File: src/rtl/ntt_pkg.sv
// ----------------------------------------------------------------------------
// ntt_pkg
//   Shared definitions for the NTT twiddle-factor generator:
//   - default coefficient width, table depth, modulus and roots of unity
//   - FSM state encoding for twiddle_gen
//   - reverse_bits(): bit-reversal of the low nbits of a value
// ----------------------------------------------------------------------------
package ntt_pkg;

    // Defaults: Q = 17 is prime and 17 = 1 mod 16, so a primitive 16th root
    // of unity exists; 3 is one, and 3 * 6 = 18 = 1 mod 17.
    localparam int DEF_W       = 17;
    localparam int DEF_LOG_N   = 3;
    localparam int DEF_Q       = 17;
    localparam int DEF_PSI     = 3;
    localparam int DEF_PSI_INV = 6;

    typedef enum logic [1:0] {
        ST_IDLE = 2'd0,
        ST_GEN  = 2'd1,
        ST_OUT  = 2'd2
    } state_e;

    // Reverse the order of the low nbits of value; upper bits return as zero.
    function automatic logic [31:0] reverse_bits(input logic [31:0] value,
                                                 input int          nbits);
        logic [31:0] result;
        result = '0;
        for (int i = 0; i < 32; i++) begin
            if (i < nbits) begin
                result[i] = value[nbits - 1 - i];
            end
        end
        return result;
    endfunction

endpackage

File: src/rtl/twiddle_modmul.sv
// ----------------------------------------------------------------------------
// twiddle_modmul
//   Combinational modular multiplier: r = (a * b) mod Q.
//   The full 2W-bit product is formed and reduced exactly, so r < Q for any
//   operands.
//
// Ports
//   a  input  [W-1:0]  multiplicand
//   b  input  [W-1:0]  multiplier
//   r  output [W-1:0]  (a * b) mod Q
// ----------------------------------------------------------------------------
module twiddle_modmul
    import ntt_pkg::*;
#(
    parameter int W = DEF_W,
    parameter int Q = DEF_Q
) (
    input  logic [W-1:0] a,
    input  logic [W-1:0] b,
    output logic [W-1:0] r
);

    localparam logic [2*W-1:0] Q_WIDE = (2*W)'(Q);

    logic [2*W-1:0] prod;

    // Zero-extend both operands first so the multiply is evaluated at 2W bits.
    assign prod = {{W{1'b0}}, a} * {{W{1'b0}}, b};
    assign r    = W'(prod % Q_WIDE);

endmodule

File: src/rtl/twiddle_gen.sv
// ----------------------------------------------------------------------------
// twiddle_gen
//   Builds a table of N = 2**LOG_N twiddle factors psi^k mod Q (or powers of
//   psi^-1) and streams it out over a valid/ready handshake, in natural or
//   bit-reversed index order. A built table is cached: a request with the
//   same direction as the stored table skips regeneration.
//
// Ports
//   clk       input            rising-edge clock
//   rst_n     input            synchronous active-low reset
//   start     input            one-cycle request for a full stream (IDLE only)
//   inv       input            0: powers of PSI, 1: powers of PSI_INV
//   bitrev    input            1: emit entries in bit-reversed index order
//   tw_data   output [W-1:0]   twiddle value psi^tw_idx mod Q
//   tw_idx    output [LOG_N-1:0] exponent of tw_data
//   tw_valid  output           tw_data/tw_idx/tw_last are valid
//   tw_ready  input            consumer takes the beat when valid && ready
//   tw_last   output           final (Nth) beat of the stream
//   busy      output           FSM is not in IDLE
//   done      output           one-cycle pulse after the last beat is taken
// ----------------------------------------------------------------------------
module twiddle_gen
    import ntt_pkg::*;
#(
    parameter int W       = DEF_W,
    parameter int LOG_N   = DEF_LOG_N,
    parameter int Q       = DEF_Q,
    parameter int PSI     = DEF_PSI,
    parameter int PSI_INV = DEF_PSI_INV
) (
    input  logic             clk,
    input  logic             rst_n,
    input  logic             start,
    input  logic             inv,
    input  logic             bitrev,
    output logic [W-1:0]     tw_data,
    output logic [LOG_N-1:0] tw_idx,
    output logic             tw_valid,
    input  logic             tw_ready,
    output logic             tw_last,
    output logic             busy,
    output logic             done
);

    localparam int               N        = 1 << LOG_N;
    localparam logic [LOG_N-1:0] LAST_IDX = LOG_N'(N - 1);
    localparam logic [LOG_N-1:0] IDX_ONE  = LOG_N'(1);
    localparam logic [W-1:0]     ACC_ONE  = W'(1);

    // ------------------------------------------------------------------
    // State
    // ------------------------------------------------------------------
    state_e           state_q,       state_d;
    logic [LOG_N-1:0] k_q,           k_d;
    logic [LOG_N-1:0] j_q,           j_d;
    logic [W-1:0]     acc_q,         acc_d;
    logic             inv_q,         inv_d;
    logic             bitrev_q,      bitrev_d;
    logic             table_valid_q, table_valid_d;
    logic             table_inv_q,   table_inv_d;
    logic [W-1:0]     tw_data_q,     tw_data_d;
    logic [LOG_N-1:0] tw_idx_q,      tw_idx_d;
    logic             tw_valid_q,    tw_valid_d;
    logic             tw_last_q,     tw_last_d;
    logic             busy_q,        busy_d;
    logic             done_q,        done_d;

    logic [W-1:0]     mem_q [N];
    logic             mem_we;
    logic [LOG_N-1:0] mem_waddr;
    logic [W-1:0]     mem_wdata;

    logic [W-1:0]     root;
    logic [W-1:0]     acc_next;
    logic             load_en;
    logic [LOG_N-1:0] load_j;
    logic [LOG_N-1:0] load_idx;

    // Stream position j maps to a table index, optionally bit-reversed.
    function automatic logic [LOG_N-1:0] map_idx(input logic [LOG_N-1:0] j,
                                                 input logic             br);
        return br ? LOG_N'(reverse_bits(32'(j), LOG_N)) : j;
    endfunction

    assign root = inv_q ? W'(PSI_INV) : W'(PSI);

    twiddle_modmul #(
        .W (W),
        .Q (Q)
    ) u_modmul (
        .a (acc_q),
        .b (root),
        .r (acc_next)
    );

    // ------------------------------------------------------------------
    // Next-state logic
    // ------------------------------------------------------------------
    always_comb begin
        // NOTE: every signal assigned below gets a default here first, so no
        // path through the case leaves it unassigned and no latch is inferred.
        state_d       = state_q;
        k_d           = k_q;
        j_d           = j_q;
        acc_d         = acc_q;
        inv_d         = inv_q;
        bitrev_d      = bitrev_q;
        table_valid_d = table_valid_q;
        table_inv_d   = table_inv_q;
        tw_data_d     = tw_data_q;
        tw_idx_d      = tw_idx_q;
        tw_valid_d    = tw_valid_q;
        tw_last_d     = tw_last_q;
        done_d        = 1'b0;
        mem_we        = 1'b0;
        mem_waddr     = k_q;
        mem_wdata     = acc_q;
        load_en       = 1'b0;
        load_j        = j_q;

        unique case (state_q)
            ST_IDLE: begin
                if (start) begin
                    inv_d    = inv;
                    bitrev_d = bitrev;
                    k_d      = '0;
                    j_d      = '0;
                    acc_d    = ACC_ONE;
                    if (table_valid_q && (table_inv_q == inv)) begin
                        state_d = ST_OUT;
                    end else begin
                        // The table is about to be overwritten; it must not be
                        // reused unless this build completes.
                        table_valid_d = 1'b0;
                        state_d       = ST_GEN;
                    end
                end
            end

            ST_GEN: begin
                mem_we = 1'b0 == 1'b0;
                acc_d  = acc_next;
                k_d    = k_q + IDX_ONE;
                if (k_q == LAST_IDX) begin
                    k_d           = '0;
                    acc_d         = ACC_ONE;
                    table_valid_d = 1'b1;
                    table_inv_d   = inv_q;
                    state_d       = ST_OUT;
                    // Beat 0 always reads index 0, which was written on the
                    // first GEN cycle, so it is presented together with the
                    // move to OUT rather than one cycle later.
                    load_en       = 1'b1;
                    load_j        = '0;
                end
            end

            ST_OUT: begin
                if (!tw_valid_q) begin
                    load_en = 1'b1;
                    load_j  = j_q;
                end else if (tw_ready) begin
                    if (tw_last_q) begin
                        tw_valid_d = 1'b0;
                        tw_last_d  = 1'b0;
                        done_d     = 1'b1;
                        j_d        = '0;
                        state_d    = ST_IDLE;
                    end else begin
                        // Load the next beat on the accepting edge so a
                        // consumer holding ready high sees no gaps.
                        j_d     = j_q + IDX_ONE;
                        load_en = 1'b1;
                        load_j  = j_q + IDX_ONE;
                    end
                end
            end

            default: state_d = ST_IDLE;
        endcase

        load_idx = map_idx(load_j, bitrev_q);
        if (load_en) begin
            tw_data_d  = mem_q[load_idx];
            tw_idx_d   = load_idx;
            tw_valid_d = 1'b1;
            tw_last_d  = (load_j == LAST_IDX);
        end

        busy_d = (state_d != ST_IDLE);
    end

    // ------------------------------------------------------------------
    // Control and output registers
    // ------------------------------------------------------------------
    always_ff @(posedge clk) begin
        // NOTE: sequential state is updated with non-blocking assignments so
        // every flop samples the pre-edge values regardless of statement order.
        if (!rst_n) begin
            state_q       <= ST_IDLE;
            k_q           <= '0;
            j_q           <= '0;
            acc_q         <= ACC_ONE;
            inv_q         <= 1'b0;
            bitrev_q      <= 1'b0;
            table_valid_q <= 1'b0;
            table_inv_q   <= 1'b0;
            tw_data_q     <= '0;
            tw_idx_q      <= '0;
            tw_valid_q    <= 1'b0;
            tw_last_q     <= 1'b0;
            busy_q        <= 1'b0;
            done_q        <= 1'b0;
        end else begin
            state_q       <= state_d;
            k_q           <= k_d;
            j_q           <= j_d;
            acc_q         <= acc_d;
            inv_q         <= inv_d;
            bitrev_q      <= bitrev_d;
            table_valid_q <= table_valid_d;
            table_inv_q   <= table_inv_d;
            tw_data_q     <= tw_data_d;
            tw_idx_q      <= tw_idx_d;
            tw_valid_q    <= tw_valid_d;
            tw_last_q     <= tw_last_d;
            busy_q        <= busy_d;
            done_q        <= done_d;
        end
    end

    // ------------------------------------------------------------------
    // Twiddle table: one write port (GEN), one read port (OUT)
    // ------------------------------------------------------------------
    // NOTE: the table has no reset; its contents are only trusted while
    // table_valid_q is set, which keeps it a plain register file.
    always_ff @(posedge clk) begin
        if (mem_we) begin
            mem_q[mem_waddr] <= mem_wdata;
        end
    end

    assign tw_data  = tw_data_q;
    assign tw_idx   = tw_idx_q;
    assign tw_valid = tw_valid_q;
    assign tw_last  = tw_last_q;
    assign busy     = busy_q;
    assign done     = done_q;

endmodule

File: config.mk
export PLATFORM = sky130hd
export DESIGN_NAME = twiddle_gen
export DESIGN_NICKNAME = d
export VERILOG_FILES = /design/src/rtl/ntt_pkg.sv /design/src/rtl/twiddle_modmul.sv /design/src/rtl/twiddle_gen.sv
export SDC_FILE = /design/constraint.sdc
export NUM_CORES = 1
export LEC_CHECK = 0
export BUFFER_PORTS_ARGS = -buffer_cell sky130_fd_sc_hd__buf_2
export CORE_UTILIZATION = 42
export DETAILED_ROUTE_END_ITERATION = 10
export GPL_TIMING_DRIVEN = 0
export SETUP_SLACK_MARGIN = 0.3
export SLEW_MARGIN = 20
export SYNTH_ARGS = -nofsm -noshare
export SYNTH_HDL_FRONTEND = slang
export SYNTH_SLANG_ARGS = --single-unit
File: constraint.sdc
create_clock -name clk -period 22.9 [get_ports clk]
set_input_delay 1.145 -clock clk [delete_from_list [all_inputs] [get_ports clk]]
set_output_delay 1.145 -clock clk [all_outputs]
set_load 0.05 [all_outputs]
==> summary by stage <==
Route
The remaining routing DRC violations is 0. The detailed router finished its first iteration with 691 violations. The number of iterations in the first detailed-routing pass is 5. The via count is 11123. The final antenna-violating net count is 0. The final wirelength is 32500 um.

In the routed layout, each cell is associated on average with a via count of 5.990. The routed length per placed instance is 17.50 um.

Finish
The antenna cell count is 0. The net count of the finished layout is 1507. The final instance area is 14250 um2. The post-layout instance count excluding filler cells is 1857. The area growth from synthesis to layout is 10.28%. After filler insertion, the fill cell instance count of the layout stands at 2916. In the final layout, the share of cells above drive strength 1 is 0.1063.

Clocking
The master cell of the clock root buffer is sky130_fd_sc_hd__clkbuf_16. The number of gates resized after CTS is 0. The clock tree buffer depth is 2. After clock tree synthesis, the flow added hold-fix buffers numbering 0.

The count of clock tree sinks is 189. TritonCTS built the clock tree. Clock-pin slew was measured on the worst setup and hold paths at 0.08 ns. The CTS H-tree depth is 4. The clock latency reported for the late side of the worst-skew pair is 0.43 ns.

After clock tree synthesis, the setup repair step added 0 buffers. The number of clock buffers added by TritonCTS is 17.

Global route
The global-route wire length before repair is 53340 um. The global-route usage over all layers is 0.2094. The final global-route overflow total is 0.

The via count of the first global-routing pass was 10404. The largest net degree at the start of global routing is 20. The initial antenna violation count is 0.

Timing
Setup repair after global routing left no endpoint under its margin. The final critical-path share of the clock period is 0.6489. The count of pins over their slew limit came to 0.

The number of hold violations in the final report is 0. The worst path needs 14.86 ns of the cycle, external delays included. The fmax is 0.06729 GHz. Across all setup checks in the final design, the least slack found is 8.040 ns. The final setup violation count is 0. The slew at the pin with the worst max-slew slack is 0.9318 ns. Clock skew on the completed layout was measured at 0.01589 ns. The final total negative setup slack is 0 ns. In this run the tightest slew margin relative to its limit is 0.3782.

Worst setup path
The data required time of the worst path is 23.26 ns. For the worst setup path, the data arrival time is 15.22 ns. For this run, the slowest stage of the critical path takes 0.76 ns. The largest individual stage delay along the critical path comes from the cell sky130_fd_sc_hd__a2111oi_0. The path type of the worst setup path is reg -> reg. The critical path capture point type is a flop. The kind of start point of the critical path is a flop. The critical-path maximum fanout is 10.

Worst hold path
The type of the most critical hold path is reg -> reg.

Die
The initial core utilization is 0.4315. The y dimension of the die is 177.4 um. The area of the die is 31480 um2. 30 I/O pins were placed.

The width of the die is 177.4 um. The floorplan step defined a core boundary enclosing 29950 um2. The number of placement rows is 63.

Outcome
The flow ran to the end, and the final reports show no timing, DRC or antenna violations.

Synth
The dominant synthesized flop cell is sky130_fd_sc_hd__edfxtp_1. The netlist uses 112 different library cells. The mapped netlist covers 12930 um2. The share of synthesized registers carrying an async set or reset is 0. For this run, the register share of the synthesized area comes to 0.3980. The flip-flop and latch count after synthesis is 189. The synthesized instance count is 1399. The total of warnings raised by yosys is 0. The count of flip-flops with a built-in enable after synthesis is 136. The post-synth net total is 1452. The post-synthesis area per instance is 9.240 um2.

Placed design
During placement, the flow inserted port buffers numbering 29. The minimum setup slack after placement is 8.195 ns. Detailed placement ended at an HPWL of 24320 um. The number of placed instances, taps included, is 1825. Once placement finished, the instance area stood at 13650 um2. At the end of routability-driven placement, the weighted congestion stood at 0.8777.

Run
The number of max-cap violations is 0.
==> path summary, 6_finish.rpt <==
check	from	endpoint	slack, ns	depth (start not counted)
setup / recovery	inv_q	acc_q[5]	8.04	55
setup reg to reg	inv_q	acc_q[5]	8.04	55
hold reg to reg	table_valid_q	table_valid_q	0.48	2
hold / removal	table_valid_q	table_valid_q	0.48	2
==> cells in the mapped netlist, types with 28 or more instances <==
| cell type | instances | area, um2 |
|---|---|---|
| sky130_fd_sc_hd__nor2_1 | 61 | 229.0 |
| sky130_fd_sc_hd__and2_1 | 31 | 193.9 |
| sky130_fd_sc_hd__o211a_1 | 28 | 280.3 |
| sky130_fd_sc_hd__a31oi_1 | 35 | 219.0 |
| sky130_fd_sc_hd__nand2_1 | 252 | 945.9 |
| sky130_fd_sc_hd__o21ai_0 | 44 | 220.2 |
| sky130_fd_sc_hd__dfxtp_1 | 53 | 1061 |
| sky130_fd_sc_hd__edfxtp_1 | 136 | 4084 |
| sky130_fd_sc_hd__and3_1 | 30 | 187.7 |
| sky130_fd_sc_hd__ha_1 | 31 | 387.9 |
| sky130_fd_sc_hd__nand3_1 | 78 | 390.4 |
| sky130_fd_sc_hd__a21oi_1 | 62 | 310.3 |
| sky130_fd_sc_hd__nor3_1 | 28 | 140.1 |
| sky130_fd_sc_hd__clkbuf_1 | 52 | 195.2 |
==> stage by stage <==
| step | hold WS (ns) | utilization |
|---|---|---|
| after floorplan | 0.4549 | - |
| after global placement | 0.4669 | 0.4527 |
| after detailed placement | 0.4767 | 0.4558 |
| after CTS | 0.4868 | 0.4756 |
| after global routing | 0.5150 | 0.4759 |
| final | 0.4781 | 0.4759 |
==> registers in the layout, summed over array words and instances (netlist names) <==
name,flops
mem_q,136
acc_q,17
tw_data,17
j_q,3
k_q,3
tw_idx,3
state_q,2
bitrev_q,1
busy,1
done,1
inv_q,1
table_inv_q,1
table_valid_q,1
tw_last,1
tw_valid,1
==> cells in the final DEF, fill, tap and decap left out, types with 25 or more instances in the layout <==
master / count
sky130_fd_sc_hd__a21oi_1: 62
sky130_fd_sc_hd__a31oi_1: 35
sky130_fd_sc_hd__and2_1: 31
sky130_fd_sc_hd__and3_1: 30
sky130_fd_sc_hd__buf_2: 37
sky130_fd_sc_hd__clkbuf_1: 52
sky130_fd_sc_hd__dfxtp_1: 53
sky130_fd_sc_hd__edfxtp_1: 136
sky130_fd_sc_hd__ha_1: 31
sky130_fd_sc_hd__inv_1: 25
sky130_fd_sc_hd__nand2_1: 252
sky130_fd_sc_hd__nand3_1: 78
sky130_fd_sc_hd__nor2_1: 55
sky130_fd_sc_hd__nor2b_1: 25
sky130_fd_sc_hd__nor3_1: 26
sky130_fd_sc_hd__o211a_1: 28
sky130_fd_sc_hd__o21ai_0: 44
==> critical path: cells and delay by family (launching register included) <==
kind / cells / cell delay, ns
AOI/OAI and AO/OA: 17 / 5.52
and+or+nand+nor: 23 / 5.15
buffers and inverters: 8 / 1.63
adders and majority gates: 5 / 1.59
DFF: 1 / 0.35
muxes: 1 / 0.31
xor gates and xnor gates: 1 / 0.23
==> routing by layer <==
metal	vias to the layer above	routed length, um	global-route usage
met5	-	0	0
met4	0	326	0.04736
met3	27	1329	0.02078
met2	291	16060	0.3693
met1	5363	14790	0.2750
li1	5442	-	-
==> cell families after synthesis <==
group,share of synthesized area
XOR/XNOR,0.02371
adder cells (fa/ha/maj),0.05556
flip-flops,0.3980
multiplexers,0.01858
buffers and inverters,0.03301
AND/OR/NAND/NOR,0.2333
AO/OA/AOI/OAI,0.2378
==> area by class of cell <==
class / instances / area, um2 / share of cell area
inverter: 25 / 93.84 / 0.006583
tap: 390 / 488.0 / 0.03423
clock inverter: 14 / 145.1 / 0.01018
multi-input combinational: 1113 / 7387 / 0.5182
clock buffer: 18 / 450.4 / 0.03160
timing repair buffer: 36 / 212.7 / 0.01492
buffer: 72 / 332.8 / 0.02335
sequential: 189 / 5145 / 0.3609
Power is not shown: default switching activity piles up to over one toggle a cycle in this logic, so the estimate is an artifact.
